<file path="src/rtl/rssi_pkg.sv">
// rssi_pkg: shared types and elaboration helpers for the RSSI power sequencer.
// Optional feature macro used elsewhere in this slice: RSSI_PEAK_HOLD_EN.
package rssi_pkg;

    // Sequencer states: wait, square I, square Q, publish the window sum.
    typedef enum logic [1:0] {
        IDLE  = 2'd0,
        ST_I  = 2'd1,
        ST_Q  = 2'd2,
        DRAIN = 2'd3
    } state_e;

    // Largest LOG2_WIN for which N * 2 * (-2^(IW-1))^2 still fits below the
    // MAC sign bit, so the window sum can be treated as unsigned.
    function automatic int max_log2_win(input int iw, input int pw);
        return pw - 2 * iw - 1;
    endfunction

endpackage

</file>
<file path="src/rtl/rssi_peak_hold.sv">
// rssi_peak_hold: tracks the largest window power since reset or clear.
// Instantiated by rssi_pow_ctrl only when RSSI_PEAK_HOLD_EN is defined.
module rssi_peak_hold #(
    parameter int PW = 37
) (
    input  logic          clk,
    input  logic          rst,
    input  logic          pwr_valid,
    input  logic          peak_clr,
    input  logic [PW-1:0] pwr_in,
    output logic [PW-1:0] peak_out
);

    logic [PW-1:0] peak_q;
    logic [PW-1:0] peak_d;

    // A new result wins over a clear so a cleared peak restarts from it.
    always_comb begin
        peak_d = peak_q;
        if (pwr_valid) begin
            if (peak_clr || (pwr_in > peak_q)) begin
                peak_d = pwr_in;
            end
        end else if (peak_clr) begin
            peak_d = '0;
        end
    end

    // Peak register with synchronous reset.
    always_ff @(posedge clk) begin
        if (rst) begin
            peak_q <= '0;
        end else begin
            peak_q <= peak_d;
        end
    end

    assign peak_out = peak_q;

endmodule

</file>
<file path="src/rtl/rssi_pow_ctrl.sv">
// rssi_pow_ctrl: drives an external MAC slice (P <= A*B+C or P <= P+A*B) to
// compute the windowed mean power sum(I^2+Q^2) >> LOG2_WIN of an I/Q stream.
// Optional: define RSSI_PEAK_HOLD_EN to add PEAK_CLR / PEAK_OUT peak tracking.
module rssi_pow_ctrl
    import rssi_pkg::*;
#(
    parameter int IW       = 12,
    parameter int PW       = 37,
    parameter int LOG2_WIN = 4
) (
    input  logic                 CLK,
    input  logic                 RST,
    input  logic                 EN,
    input  logic                 S_VALID,
    output logic                 S_READY,
    input  logic signed [IW-1:0] S_I,
    input  logic signed [IW-1:0] S_Q,
    output logic                 MAC_SEL,
    output logic signed [IW-1:0] MAC_A,
    output logic signed [IW-1:0] MAC_B,
    output logic signed [IW-1:0] MAC_C,
    input  logic        [PW-1:0] MAC_P,
    output logic        [PW-1:0] PWR_OUT,
    output logic                 PWR_VALID
`ifdef RSSI_PEAK_HOLD_EN
    ,
    input  logic                 PEAK_CLR,
    output logic        [PW-1:0] PEAK_OUT
`endif
);

    localparam int MAX_LOG2_WIN = max_log2_win(IW, PW);

    // Reject window sizes that could overflow into the MAC sign bit.
    if (LOG2_WIN < 1 || LOG2_WIN > MAX_LOG2_WIN) begin : g_bad_cfg
        $error("rssi_pow_ctrl: LOG2_WIN out of range for IW/PW");
    end

    state_e                state_q,     state_d;
    logic                  first_q,     first_d;
    logic [LOG2_WIN-1:0]   count_q,     count_d;
    logic signed [IW-1:0]  q_samp_q,    q_samp_d;
    logic [PW-1:0]         pwr_out_q,   pwr_out_d;
    logic                  pwr_valid_q, pwr_valid_d;

    logic                  s_ready;
    logic                  mac_sel;
    logic signed [IW-1:0]  mac_op;

    // Next-state and MAC operand decode. When no sample is squared, the
    // operands are forced to zero so the accumulate mode adds nothing and
    // the load mode clears P; first selects load on the window's first op.
    always_comb begin
        state_d     = state_q;
        first_d     = first_q;
        count_d     = count_q;
        q_samp_d    = q_samp_q;
        pwr_out_d   = pwr_out_q;
        pwr_valid_d = 1'b0;
        s_ready     = 1'b0;
        mac_sel     = 1'b0;
        mac_op      = '0;
        case (state_q)
            IDLE: begin
                count_d = '0;
                first_d = 1'b1;
                if (EN) begin
                    state_d = ST_I;
                end
            end
            ST_I: begin
                s_ready = 1'b1;
                mac_sel = ~first_q;
                if (S_VALID) begin
                    mac_op   = S_I;
                    q_samp_d = S_Q;
                    state_d  = ST_Q;
                end else if (!EN) begin
                    state_d = IDLE;
                end
            end
            ST_Q: begin
                mac_sel = 1'b1;
                mac_op  = q_samp_q;
                first_d = 1'b0;
                if (count_q == '1) begin
                    count_d = '0;
                    state_d = DRAIN;
                end else begin
                    count_d = count_q + 1'b1;
                    state_d = EN ? ST_I : IDLE;
                end
            end
            DRAIN: begin
                mac_sel     = 1'b1;
                pwr_out_d   = MAC_P >> LOG2_WIN;
                pwr_valid_d = 1'b1;
                first_d     = 1'b1;
                state_d     = EN ? ST_I : IDLE;
            end
            default: begin
                state_d = IDLE;
            end
        endcase
    end

    // State and datapath registers; reset discards any partial window.
    always_ff @(posedge CLK) begin
        if (RST) begin
            state_q     <= IDLE;
            first_q     <= 1'b1;
            count_q     <= '0;
            q_samp_q    <= '0;
            pwr_out_q   <= '0;
            pwr_valid_q <= 1'b0;
        end else begin
            state_q     <= state_d;
            first_q     <= first_d;
            count_q     <= count_d;
            q_samp_q    <= q_samp_d;
            pwr_out_q   <= pwr_out_d;
            pwr_valid_q <= pwr_valid_d;
        end
    end

    assign S_READY   = s_ready;
    assign MAC_SEL   = mac_sel;
    assign MAC_A     = mac_op;
    assign MAC_B     = mac_op;
    assign MAC_C     = '0;
    assign PWR_OUT   = pwr_out_q;
    assign PWR_VALID = pwr_valid_q;

`ifdef RSSI_PEAK_HOLD_EN
    rssi_peak_hold #(
        .PW (PW)
    ) u_peak_hold (
        .clk       (CLK),
        .rst       (RST),
        .pwr_valid (pwr_valid_q),
        .peak_clr  (PEAK_CLR),
        .pwr_in    (pwr_out_q),
        .peak_out  (PEAK_OUT)
    );
`endif

endmodule

</file>
<file path="config.mk">
export PLATFORM = sky130hd
export DESIGN_NAME = rssi_pow_ctrl
export DESIGN_NICKNAME = d
export VERILOG_FILES = /design/src/rtl/rssi_pkg.sv /design/src/rtl/rssi_peak_hold.sv /design/src/rtl/rssi_pow_ctrl.sv
export SDC_FILE = /design/constraint.sdc
export NUM_CORES = 1
export LEC_CHECK = 0
export ABC_AREA = 0
export CORE_MARGIN = 4
export CORE_UTILIZATION = 30
export CTS_BUF_LIST = sky130_fd_sc_hd__clkbuf_4
export DETAILED_ROUTE_END_ITERATION = 7
export GPL_TIMING_DRIVEN = 0
export PLACE_DENSITY = 0.67
export SETUP_SLACK_MARGIN = 0.2
export SLEW_MARGIN = 20
export SYNTH_ARGS = -nofsm -noshare
export SYNTH_HDL_FRONTEND = slang
export SYNTH_SLANG_ARGS = --single-unit
</file>
<file path="constraint.sdc">
create_clock -name CLK -period 1.5 [get_ports CLK]
set_input_delay 0.3 -clock CLK [delete_from_list [all_inputs] [get_ports CLK]]
set_output_delay 0.3 -clock CLK [all_outputs]
set_load 0.03 [all_outputs]
</file>
Word level (Yosys, flattened, before mapping). Cells that the tools add are included. Widths: inputs -> output; s select.

Flip-flop bits (word level): 53. Bits of input ports: 65. Output and inout port bits: 76. Word-level logic and storage cells: 35.

$add $sub $neg: 1. Equality and inequality tests: 6. Mux-type cells: 14. Bitwise gates (word level): 1. Reductions and logical operators: 7.

Operator list (count): $pmux 12 s2 (1); $mux 12 (1); $mux 2 (4); $pmux 2 s4 (1); $pmux 4 s2 (1); $add 4x1->4 const B (1); $eq 2x2->1 const B (2); $eq 4x4->1 const B (1); $mux 4 (1); $pmux 1 s2 (2); $reduce_and 2->1 (2); $reduce_bool 2->1 (2); $reduce_or 2->1 (2); $mux 1 (3); $ne 3x3->1 const B (1); $eq 2x1->1 const B (1); $logic_not 2->1 (1); $ne 2x2->1 const B (1); $not 1->1 (1).

Logic depth before layout (Yosys ltp).
Depth after elaboration: 3. Mapped depth: 8. Depth with buffers taken out: 5.

Worst setup path after synthesis. OpenSTA, ideal clock, no wires.

Path kind: flip-flop to output port. Start point: reg state_q[1]. End point: out MAC_B[4]. Arrival: 2.020 ns. Required time: 1.200 ns. Slack: -0.820 ns. Stages on the path, launching flop included: 9. Buffers on the path: 3. Cells stage by stage: dfxtp_1 inv_1 ha_1 and2_4 buf_6 buf_12 a22oi_1 nor2_1 buf_4.

Word-level cells in the longest chain between the ends: 2. Elaborated cells between the ends (all ways): 3. Classes of those cells: eq/ne: 2; mux: 1.

RTL lines: from (decl) (RTL line rssi_pow_ctrl.sv:39) `state_e state_q, state_d;`; from (signal assigned) (RTL line rssi_pow_ctrl.sv:117) `state_q <= state_d;`; $eq 2x2->1 / $eq 2x1->1 (equally long branches) (RTL line rssi_pow_ctrl.sv:63) `case (state_q)`; $pmux 12 s2 (*) (RTL line rssi_pow_ctrl.sv:63); to (decl) (RTL line rssi_pow_ctrl.sv:20) `output logic signed [IW-1:0] MAC_B,`.

Every way passes the cells marked *; elsewhere a longest branch is shown, timed or not.

Final worst setup path.
Start point: reg state_q[1]. End point: out MAC_B[9].

The elaborated chain is that of the path after synthesis.

==> flow_summary.json <==
{
  "status": "finished with violations",
  "violations": "negative setup slack",
  "grt_pass1_vias": 2316,
  "clock_sinks": 53,
  "crit_family": "buffers and inverters",
  "worstSetupStartpointType": "flip-flop",
  "finalMaxSlewViolations": 0,
  "fillerInstances": 749,
  "die_area_mm2": 0.00998,
  "drive_gt1_share_pct": 41.6,
  "reg2regPathDepth": 12,
  "hold_viol": 0,
  "final_cell_area_mm2": 0.00458,
  "cp_num_buf_inv": 5,
  "dieWidth_um": 99.9,
  "worst_setup_path_end_kind": "output port",
  "rows": 33,
  "max_freq_mhz": 474,
  "netlist_instances": 273,
  "worstSetupPathType": "flip-flop to output port",
  "hp-start": "RST",
  "first_iter_violations": 76,
  "cts_root_buf": "clkbuf_4",
  "chipHeight_um": 99.9,
  "antenna_left": 0,
  "hold_end": "PWR_VALID",
  "cts_hold_buf": 0,
  "grt_start_max_net_pins": 16,
  "clk_path_buf_depth": 2,
  "final_nets": 515,
  "hold-worst-slack_ns": 0.213,
  "grt_pass1_wl_mm": 11.8,
  "core_area_mm2": 0.00822,
  "yosys_warnings": 0,
  "ir_drop_uv": 421,
  "r2r_end": "PWR_OUT[1]",
  "path_max_fanout": 7,
  "via_count": 2397,
  "drc": 0,
  "finalCritPeriodShare_pct": 141,
  "drt_first_pass_iters": 4,
  "area_delta_synth_final_pct": 80.7,
  "setup_slack_ns": -0.608,
  "antenna_found_initial": 0,
  "cts_tree": "done",
  "wirelength_mm": 7.53,
  "diodes": 0,
  "final_common_cell": "clkdlybuf4s50_1",
  "clock_latency_ns": 0.36,
  "final.min_clock_period_ns": 2.11,
  "powerDensity_mw_per_mm2": 668,
  "vias_per_cell": 4.36,
  "place_area_mm2": 0.00411,
  "crit_chain": "inv_4 -> ha_4 -> and2_4 -> buf_12 -> buf_12 -> a22oi_2 -> nor2_4 -> buf_6 -> buf_6",
  "hp-class": "input pin to flip-flop",
  "start_util_pct": 30.9,
  "path_clk_slew_ns": 0.15,
  "max_cap_viol_count": 0,
  "clock_skew_ns": 0.0109,
  "ys_seq_area_share_pct": 41.9,
  "multi_input_area_mm2": 0.00137,
  "syn_area_mm2": 0.00253,
  "crit_required_ns": 1.20,
  "worst-endpoint-arrival_ns": 1.81,
  "p_leak_uw": 0.00186,
  "dp.final_hpwl_mm": 5.15,
  "grtUsageTotal_pct": 14.5,
  "gp_congestion": 0.692,
  "synth_cell_types": 33,
  "rsz0062_at_grt": "yes",
  "r2r_start": "state_q[0]",
  "numCtsBuffers": 5,
  "regArea_mm2": 0.00107,
  "synth_area_per_cell_um2": 9.29,
  "wl_per_cell_um": 13.7,
  "max_stage_delay_ns": 0.38,
  "htree_levels": 2,
  "hold_depth": 2,
  "layout_common_cells": "clkdlybuf4s50_1, dfxtp_1, buf_6, buf_2, nor2_1",
  "finish.utilization_pct": 55.7,
  "slowest_stage": "dfxtp_2",
  "rrSetupSlack_ns": -0.43,
  "ioPinCount": 141,
  "setup_viol": 68,
  "port_buffers": 119,
  "grt_overflow": 0,
  "synth-seq-cells": 53
}
## cell usage after synthesis
cell	number	area [um2]
nand4_1	1	6.26
o31ai_1	1	7.51
buf_4	30	225
buf_2	5	25.0
a211oi_1	2	15.0
dfxtp_1	53	1060
or2b_1	1	7.51
nor2_2	1	6.26
and4b_1	1	10.0
nor2b_1	2	12.5
a22oi_2	7	87.6
nand2b_1	3	18.8
nor2_1	48	180
a21oi_1	17	85.1
buf_8	1	15.0
a31o_1	1	8.76
ha_1	6	75.1
a21oi_2	3	26.3
mux2i_1	35	350
and2_4	1	8.76
a22oi_1	5	37.5
conb_1	1	3.75
a311oi_1	1	8.76
buf_12	1	20.0
nor3b_1	1	7.51
nand2_1	25	93.8
inv_1	5	18.8
nand2_2	2	12.5
o21ai_0	1	5.00
clkbuf_1	3	11.3
nand3_1	1	5.00
buf_6	5	56.3
nand3b_1	3	22.5
## timing repair
action | CTS | global route
buffers inserted | 18 | 6
cloned | 5 | 1
pin swaps | 29 | 21
resized for setup | 394 | 20
endpoints found under the setup margin | 91 | 76
## cell type report
cell class                 instances  share of cell area [%]
buffer                            45                    10.4
clock buffer                       5                   0.819
clock inverter                     3                   0.273
inverter                           5                   0.519
multi-input combinational        185                    30.0
sequential                        53                    23.3
tap                              105                    2.87
timing repair buffer             149                    31.9
## registers in the layout, indices dropped and copies added, names as in the netlist
register,cells
PWR_OUT,33
q_samp_q,12
count_q,4
state_q,2
PWR_VALID,1
first_q,1
## where the power goes
group / internal (uW) / switching (uW)
logic: 521 / 446
clock network: 172 / 451
registers: 1440 / 27.4
## per-stage QoR
step / setup WS [ns] / cells / TNS [ns] / power, uW
finish: -0.608 / 550 / -24.77 / 3060
global route: -0.690 / 550 / -29.85 / 3210
CTS: -0.647 / 543 / -20.61 / 3030
detailed placement: -1.02 / 512 / -22.79 / 2240
global placement: -1.01 / 512 / -22.55 / 2230
floorplan: -0.264 / 288 / -3.60 / 1970
## logic make-up (layout without fill, tap and decap cells)
group / count (synthesis) / count (layout) / synth area share (%)
buffers and inverters: 50 / 207 / 14.7
AO/OA/AOI/OAI: 38 / 38 / 11.1
adder cells (fa/ha/maj): 6 / 6 / 2.96
AND/OR/NAND/NOR: 90 / 90 / 15.4
multiplexers: 35 / 35 / 13.8
other: 1 / 16 / 0.148
flip-flops: 53 / 53 / 41.9
## how the worst max path moves through the flow
stage	depth (start not counted)	from	slack, ns	end
4_1_cts	9	state_q[1]	-0.65	MAC_B[8]
6_report	9	state_q[1]	-0.61	MAC_B[9]
5_1_grt	9	state_q[1]	-0.69	MAC_B[4]
3_5_place_dp	8	S_VALID	-1.02	MAC_B[9]
3_3_place_gp	8	S_VALID	-1.01	MAC_B[11]
2_1_floorplan	8	state_q[1]	-0.26	MAC_B[11]
## routing by layer
metal  global-route usage [%]  part of all wire [%]
met1                     17.7                    41
met2                     25.7                    51
met3                     3.96                   7.5
met5                        0                     0
met4                     2.52                  0.70
No activity file was read; power rests on OpenSTA's default activity.
